$ cat src/rtl/suma_serie.sv
// suma_serie: multi-cycle adder/subtractor that processes DIGIT bits per clock.
// The operands are captured in shift registers and consumed LSB slice first.
// A single registered carry links one slice to the next.
// Handshake: start is taken when busy=0, in IDLE or DONE. busy is high while
// slices are processed. done is a one-cycle pulse that marks the update of
// s/cout/ovf.
// Optional feature macro: SUMA_ACC_EN adds the input acc. When acc=1 at an
// accepted start, operand A is taken from the current s register.
module suma_serie #(
    parameter int WIDTH = 8,
    parameter int DIGIT = 1
) (
    input  logic             clk,
    input  logic             rst,
    input  logic             start,
    input  logic             op,
    input  logic [WIDTH-1:0] a,
    input  logic [WIDTH-1:0] b,
    input  logic             cin,
`ifdef SUMA_ACC_EN
    input  logic             acc,
`endif
    output logic             busy,
    output logic             done,
    output logic [WIDTH-1:0] s,
    output logic             cout,
    output logic             ovf
);

    localparam int N  = WIDTH / DIGIT;
    localparam int CW = (N > 1) ? $clog2(N) : 1;

    typedef enum logic [1:0] {IDLE, RUN, DONE} state_t;

    state_t           state, state_next;
    logic [WIDTH-1:0] opa, opb, psum, psum_next, a_sel;
    logic             carry;
    logic [CW-1:0]    cnt;
    logic             accept, last;
    logic [DIGIT:0]   slice_sum;

    // Operand A source: the port, or the running result when accumulating.
`ifdef SUMA_ACC_EN
    assign a_sel = acc ? s : a;
`else
    assign a_sel = a;
`endif

    assign accept = start && (state != RUN);
    assign last   = (state == RUN) && (cnt == CW'(N - 1));

    // Current slice: the low DIGIT bits of the shifted operands plus the carry.
    assign slice_sum = {1'b0, opa[DIGIT-1:0]} + {1'b0, opb[DIGIT-1:0]}
                     + {{DIGIT{1'b0}}, carry};

    // The partial sum fills from the top, so after N slices it is aligned.
    assign psum_next = (psum >> DIGIT)
                     | (WIDTH'(slice_sum[DIGIT-1:0]) << (WIDTH - DIGIT));

    assign busy = (state == RUN);
    assign done = (state == DONE);

    // State register.
    always_ff @(posedge clk or posedge rst) begin
        if (rst) state <= IDLE;
        else     state <= state_next;
    end

    // Next-state logic. DONE accepts a new start just like IDLE.
    always_comb begin
        state_next = state;
        case (state)
            IDLE:    if (start) state_next = RUN;
            RUN:     if (last)  state_next = DONE;
            DONE:    state_next = start ? RUN : IDLE;
            default: state_next = IDLE;
        endcase
    end

    // Datapath: capture at accept, shift one slice per RUN cycle, publish on last.
    always_ff @(posedge clk or posedge rst) begin
        if (rst) begin
            opa   <= '0;
            opb   <= '0;
            psum  <= '0;
            carry <= 1'b0;
            cnt   <= '0;
            s     <= '0;
            cout  <= 1'b0;
            ovf   <= 1'b0;
        end else if (accept) begin
            opa   <= a_sel;
            opb   <= op ? ~b : b;
            carry <= cin ^ op;
            cnt   <= '0;
            psum  <= '0;
        end else if (state == RUN) begin
            opa   <= opa >> DIGIT;
            opb   <= opb >> DIGIT;
            carry <= slice_sum[DIGIT];
            psum  <= psum_next;
            cnt   <= cnt + CW'(1);
            if (last) begin
                s    <= psum_next;
                cout <= slice_sum[DIGIT];
                // On the last slice, bit DIGIT-1 of the operands holds the original MSBs.
                ovf  <= opa[DIGIT-1] ^ opb[DIGIT-1] ^ slice_sum[DIGIT-1] ^ slice_sum[DIGIT];
            end
        end
    end

endmodule

$ cat config.mk
export PLATFORM = sky130hd
export DESIGN_NAME = suma_serie
export DESIGN_NICKNAME = d
export VERILOG_FILES = /design/src/rtl/suma_serie.sv
export SDC_FILE = /design/constraint.sdc
export NUM_CORES = 1
export LEC_CHECK = 0
export ABC_AREA = 1
export CORE_ASPECT_RATIO = 0.75
export CORE_UTILIZATION = 45
export DETAILED_ROUTE_END_ITERATION = 12
export GPL_TIMING_DRIVEN = 0
export PLACE_DENSITY = 0.78
export SLEW_MARGIN = 40
export SYNTH_ARGS = -nofsm -noshare
export SYNTH_HDL_FRONTEND = slang
export SYNTH_SLANG_ARGS = --single-unit
$ cat constraint.sdc
create_clock -name clk -period 1.85 [get_ports clk]
set_clock_uncertainty 0.1 [all_clocks]
set_input_delay 0.555 -clock clk [delete_from_list [all_inputs] [get_ports clk]]
set_output_delay 0.555 -clock clk [all_outputs]
set_load 0.01 [all_outputs]
== After elaboration in Yosys (flattened, before gate mapping) ==
Index checks and enable logic that the tools add are counted.

* Register bits: 40
* Output and inout bits: 12
* Logic and storage cells: 46

* Add/subtract/negate cells: 3
* Equality and inequality tests: 6
* Multiplexer cells: 15
* Bitwise operators: 7
* Reductions and logical operators: 6

{| class="wikitable"
|+ Operators by type and width
! operator !! number
|-
| $mux 8 || 7
|-
| $not 8->8 || 1
|-
| $or 7x8->8 || 1
|-
| $mux 3 || 2
|-
| $pmux 2 s3 || 1
|-
| $mux 2 || 2
|-
| $ne 2x1->1 const B || 2
|-
| $xor 1x1->1 || 4
|-
| $add 3x1->3 const B || 1
|-
| $eq 3x3->1 const B || 1
|-
| $mux 1 || 3
|-
| $reduce_and 3->1 || 1
|-
| $add 1x1->2 || 1
|-
| $add 2x1->2 || 1
|-
| $eq 2x1->1 const B || 1
|-
| $eq 2x2->1 const B || 1
|-
| $logic_and 1x1->1 || 2
|-
| $logic_not 2->1 || 1
|-
| $ne 2x2->1 const B || 1
|-
| $reduce_and 2->1 || 1
|-
| $reduce_bool 2->1 || 1
|-
| $not 1->1 || 1
|}

== Longest topological paths before layout ==
* Word-level depth: 5
* Gate-level depth with buffers: 8
* Gate-level depth less buffers: 8

== Worst setup path before layout ==
No wires, ideal clock.

* Path kind: flip-flop to flip-flop
* Start: register opa[0]
* End: register ovf
* Arrival: 1,287 ps
* Data required time: 1,633 ps
* Setup slack: 345 ps
* Cell stages (with the launch flop): 8
* Cell sequence: dfrtp_1 > inv_1 > fa_1 > nand2_1 > nand2_1 > nand2_1 > nand3_1 > nand2_1

* Cells in the longest elaborated chain, start to end: 4
* Elaborated cells between the ends (all ways): 5
* Classes of those cells: add/sub (2); bitwise (3)

{| class="wikitable"
|+ RTL lines
! element !! RTL line !! text
|-
| from (decl) || 36 || <nowiki>logic [WIDTH-1:0] opa, opb, psum, psum_next, a_sel;</nowiki>
|-
| from (signal assigned) || 92 || <nowiki>opa <= a_sel;</nowiki>
|-
| from (signal assigned) || 98 || <nowiki>opa <= opa >> DIGIT;</nowiki>
|-
| $add 1x1->2 || 53 || <nowiki>assign slice_sum = {1'b0, opa[DIGIT-1:0]} + {1'b0, opb[DIGIT-1:0]}</nowiki>
|-
| $add 2x1->2 || 54 || <nowiki>+ {{DIGIT{1'b0}}, carry};</nowiki>
|-
| $xor 1x1->1 || 107 || <nowiki>ovf <= opa[DIGIT-1] ^ opb[DIGIT-1] ^ slice_sum[DIGIT-1] ^ slice_sum[DIGIT];</nowiki>
|-
| $xor 1x1->1 (*) || 107 ||
|-
| to (signal assigned) || 107 ||
|-
| to (decl) || 27 || <nowiki>output logic ovf</nowiki>
|}

Every way passes the cells marked *; elsewhere a longest branch is shown, timed or not.
A chain may end at the register's enable or synchronous reset.

== Worst setup path after layout ==
* Start: register state[0]
* End: output port done

* Cells in the longest elaborated chain, start to end: 1

{| class="wikitable"
|+ RTL lines
! element !! RTL line !! text
|-
| from (decl) || 35 || <nowiki>state_t state, state_next;</nowiki>
|-
| from (signal assigned) || 66 || <nowiki>else state <= state_next;</nowiki>
|-
| $eq 2x2->1 || 61 || <nowiki>assign done = (state == DONE);</nowiki>
|-
| to (decl) || 24 || <nowiki>output logic done,</nowiki>
|}

No other way between the ends.

==> results.cfg <==
[drt]
drc = 0
drt-total-wl_mm = 3.517
wl_met3_um = 150
antenna_left = 0
top_layer = met4
wl_met1_mm = 1.702
met2_wirelength_mm = 1.601
drt_iter0_markers = 109
num_vias = 1409
dr.pass1.iters = 4
via_per_inst = 4.825
routedWlPerCell_um = 12.04

[pwr]
p_leak_nw = 1.219
peakVddDrop_v = 0.0006988
p_per_area_mw_per_mm2 = 1510

[critical_path]
cp_top_family = flip-flops
cp.buffers_inverters = 2
worst_path_max_delay_cell = dfrtp_2
crit_arrival_ns = 1.14
max_stage_delay_ns = 0.43
crit_path_start_kind = register
crit_chain = buf_4 > nor2_1 > buf_2
end_kind = output port
worstSetupPathType = register to output port
crit_fanout = 3
critPathRequiredTime_ns = 1.19

[sta]
final_hold_viol_count = 0
rsz0062_at_grt = no
worst_pin_slew_ns = 0.4212
slew_headroom = 0.7188
final.period_utilization = 0.9712
setup_viol = 0
drv_slew = 0
fin_crit_ns = 1.797
setup_tns_ns = 0
fmaxAchievable_ghz = 0.5566

[finish]
layout.nets = 263
finish.utilization = 0.6175
syn_to_final_growth_pct = 29.54
n_antenna_cell = 0
drive_above_1_share = 0.1167
final_common_cell = nand2_1
most-common-layout-cells = nand2_1, dfrtp_1, clkdlybuf4s50_1, inv_1, nand3_1
multi_input_area_sq_um = 659.4
fillers = 330
seq_area_sq_um = 977.2

[clock_tree]
path_clk_slew_ns = 0.08
clock_latency_ns = 0.30
cts.sinks = 39
clockRootBuffer = clkbuf_8
hold_buffers = 0
numCtsBuffers = 5
clockBufferDepth = 2
htreeDepth = 2
cts_tree = yes

[yosys]
synth_mux_area_frac = 0
synthAdderAreaFrac = 0.02532
yosys.area_share.simple = 0.2377
ys_seq_elements = 39
synth_top_area_share = 0.5485
avgSynthCellArea_sq_um = 8.986
syn_nets = 222
syn_inst = 198
ys_async_sr_fraction = 1.000
synth_top_family_by_area = simple AND/OR/NAND/NOR gates
synth_area_sq_mm = 0.001779
synth_top_cell_by_area = dfrtp_1
dominantRegCellSynth = dfrtp_1
synthXorXnorAreaFrac = 0.04430
synth_edf_count = 0
yosysSeqAreaShare = 0.5485
synth.distinct_cells = 23
synthTopCellsByArea = dfrtp_1, nand2_1, nand3_1
synth-compound-area-share = 0.06329
ys.warnings.count = 0

[grt]
grt_pass1_vias = 1273
grt-ovfl-total = 0
grtUsageTotal = 0.1941
grt_pass1_wl_mm = 6.016
grt_max_degree = 23
antenna_found_initial = 0

[die]
rows = 19
start_util = 0.4767
core_sq_mm = 0.003732
dieWidth_um = 74.61
die_area_sq_mm = 0.004212
ioPinCount = 33
die_h_um = 56.46

[placement]
dp.final_hpwl_mm = 2.408
port_buffers = 31
place_congestion = 0.7861

[min_path]
hold_class = register to register

[job]
maxCapViolations = 0

[run_status]
status = completed
==> cell families (layout without fill, tap and decap cells) <==
kind of cell	Yosys count	count (layout)
buffers and inverters	26	68
and+or+nand+nor	101	101
DFF	39	39
AOI/OAI and AO/OA	20	20
xor gates and xnor gates	9	9
adders and majority gates	3	3
==> flip-flops by register name, indices dropped and copies added (netlist names) <==
name,count
state,2
s,8
opa,8
cout,1
carry,1
opb,8
ovf,1
psum,7
cnt,3
==> final timing paths <==
path / from / to / slack (ns) / cells after the start
max reg2reg: opa[0] / ovf / 0.17 / 8
max: state[0] / done / 0.05 / 3
min in group asynchronous: rst / cnt[2] / 0.47 / 2
min reg2reg: s[3] / s[3] / 0.38 / 2
max in group asynchronous: rst / opb[3] / 0.73 / 3
min: s[3] / s[3] / 0.38 / 2
==> metal layers <==
metal	up-vias	GRT usage
met4	0	0.05660
met3	6	0.06463
met2	29	0.2703
met5	-	0
li1	703	-
met1	671	0.2869
==> worst min-delay path, cell delays in order (launching register included) <==
cell and delay (ns):
dfrtp_1 0.34, nand2_1 0.05, o21ai_0 0.05
==> metrics by stage <==
step                      instance area [sq um]  worst slack (ns)  std cells  total power [mW]  hold slack (ns)
final                                      2305           0.05322        292             3.480           0.3775
after global routing                       2305          0.008184        292             3.780           0.4061
after global placement                     2155           -0.5278        281             2.812           0.3572
after floorplan                            1779            0.3057        198             2.361           0.3422
after detailed placement                   2182           -0.2688        282             2.861           0.3593
after CTS                                  2302         -0.005553        293             3.552           0.3782
==> timing repair <==
action                     in CTS  in global routing
buffers inserted                3                  0
setup endpoints to repair       5                  8
pin swaps                       1                  0
resized for setup              14                  7
==> cells in the mapped netlist, types with 2 or more instances <==
library cell,n
buf_6,5
dfrtp_1,39
ha_1,2
inv_1,16
nand2_1,80
nand2_4,2
nand3_1,15
nor2_1,2
o21ai_0,4
o21ai_1,6
o22ai_1,8
xor2_1,8
==> area by class of cell <==
cell class	count	share of cell area
sequential	39	0.4240
multi-input combinational	133	0.2861
timing repair buffer	35	0.1607
clock buffer	8	0.04343
buffer	6	0.02497
inverter	19	0.03257
tap	52	0.02823
==> power breakdown <==
| part | switching [mW] | internal, mW |
|---|---|---|
| clock | 0.292 | 0.340 |
| combinational | 0.809 | 0.657 |
| sequential | 0.176 | 1.21 |
Note: power is estimated with default switching activity, not from simulation.
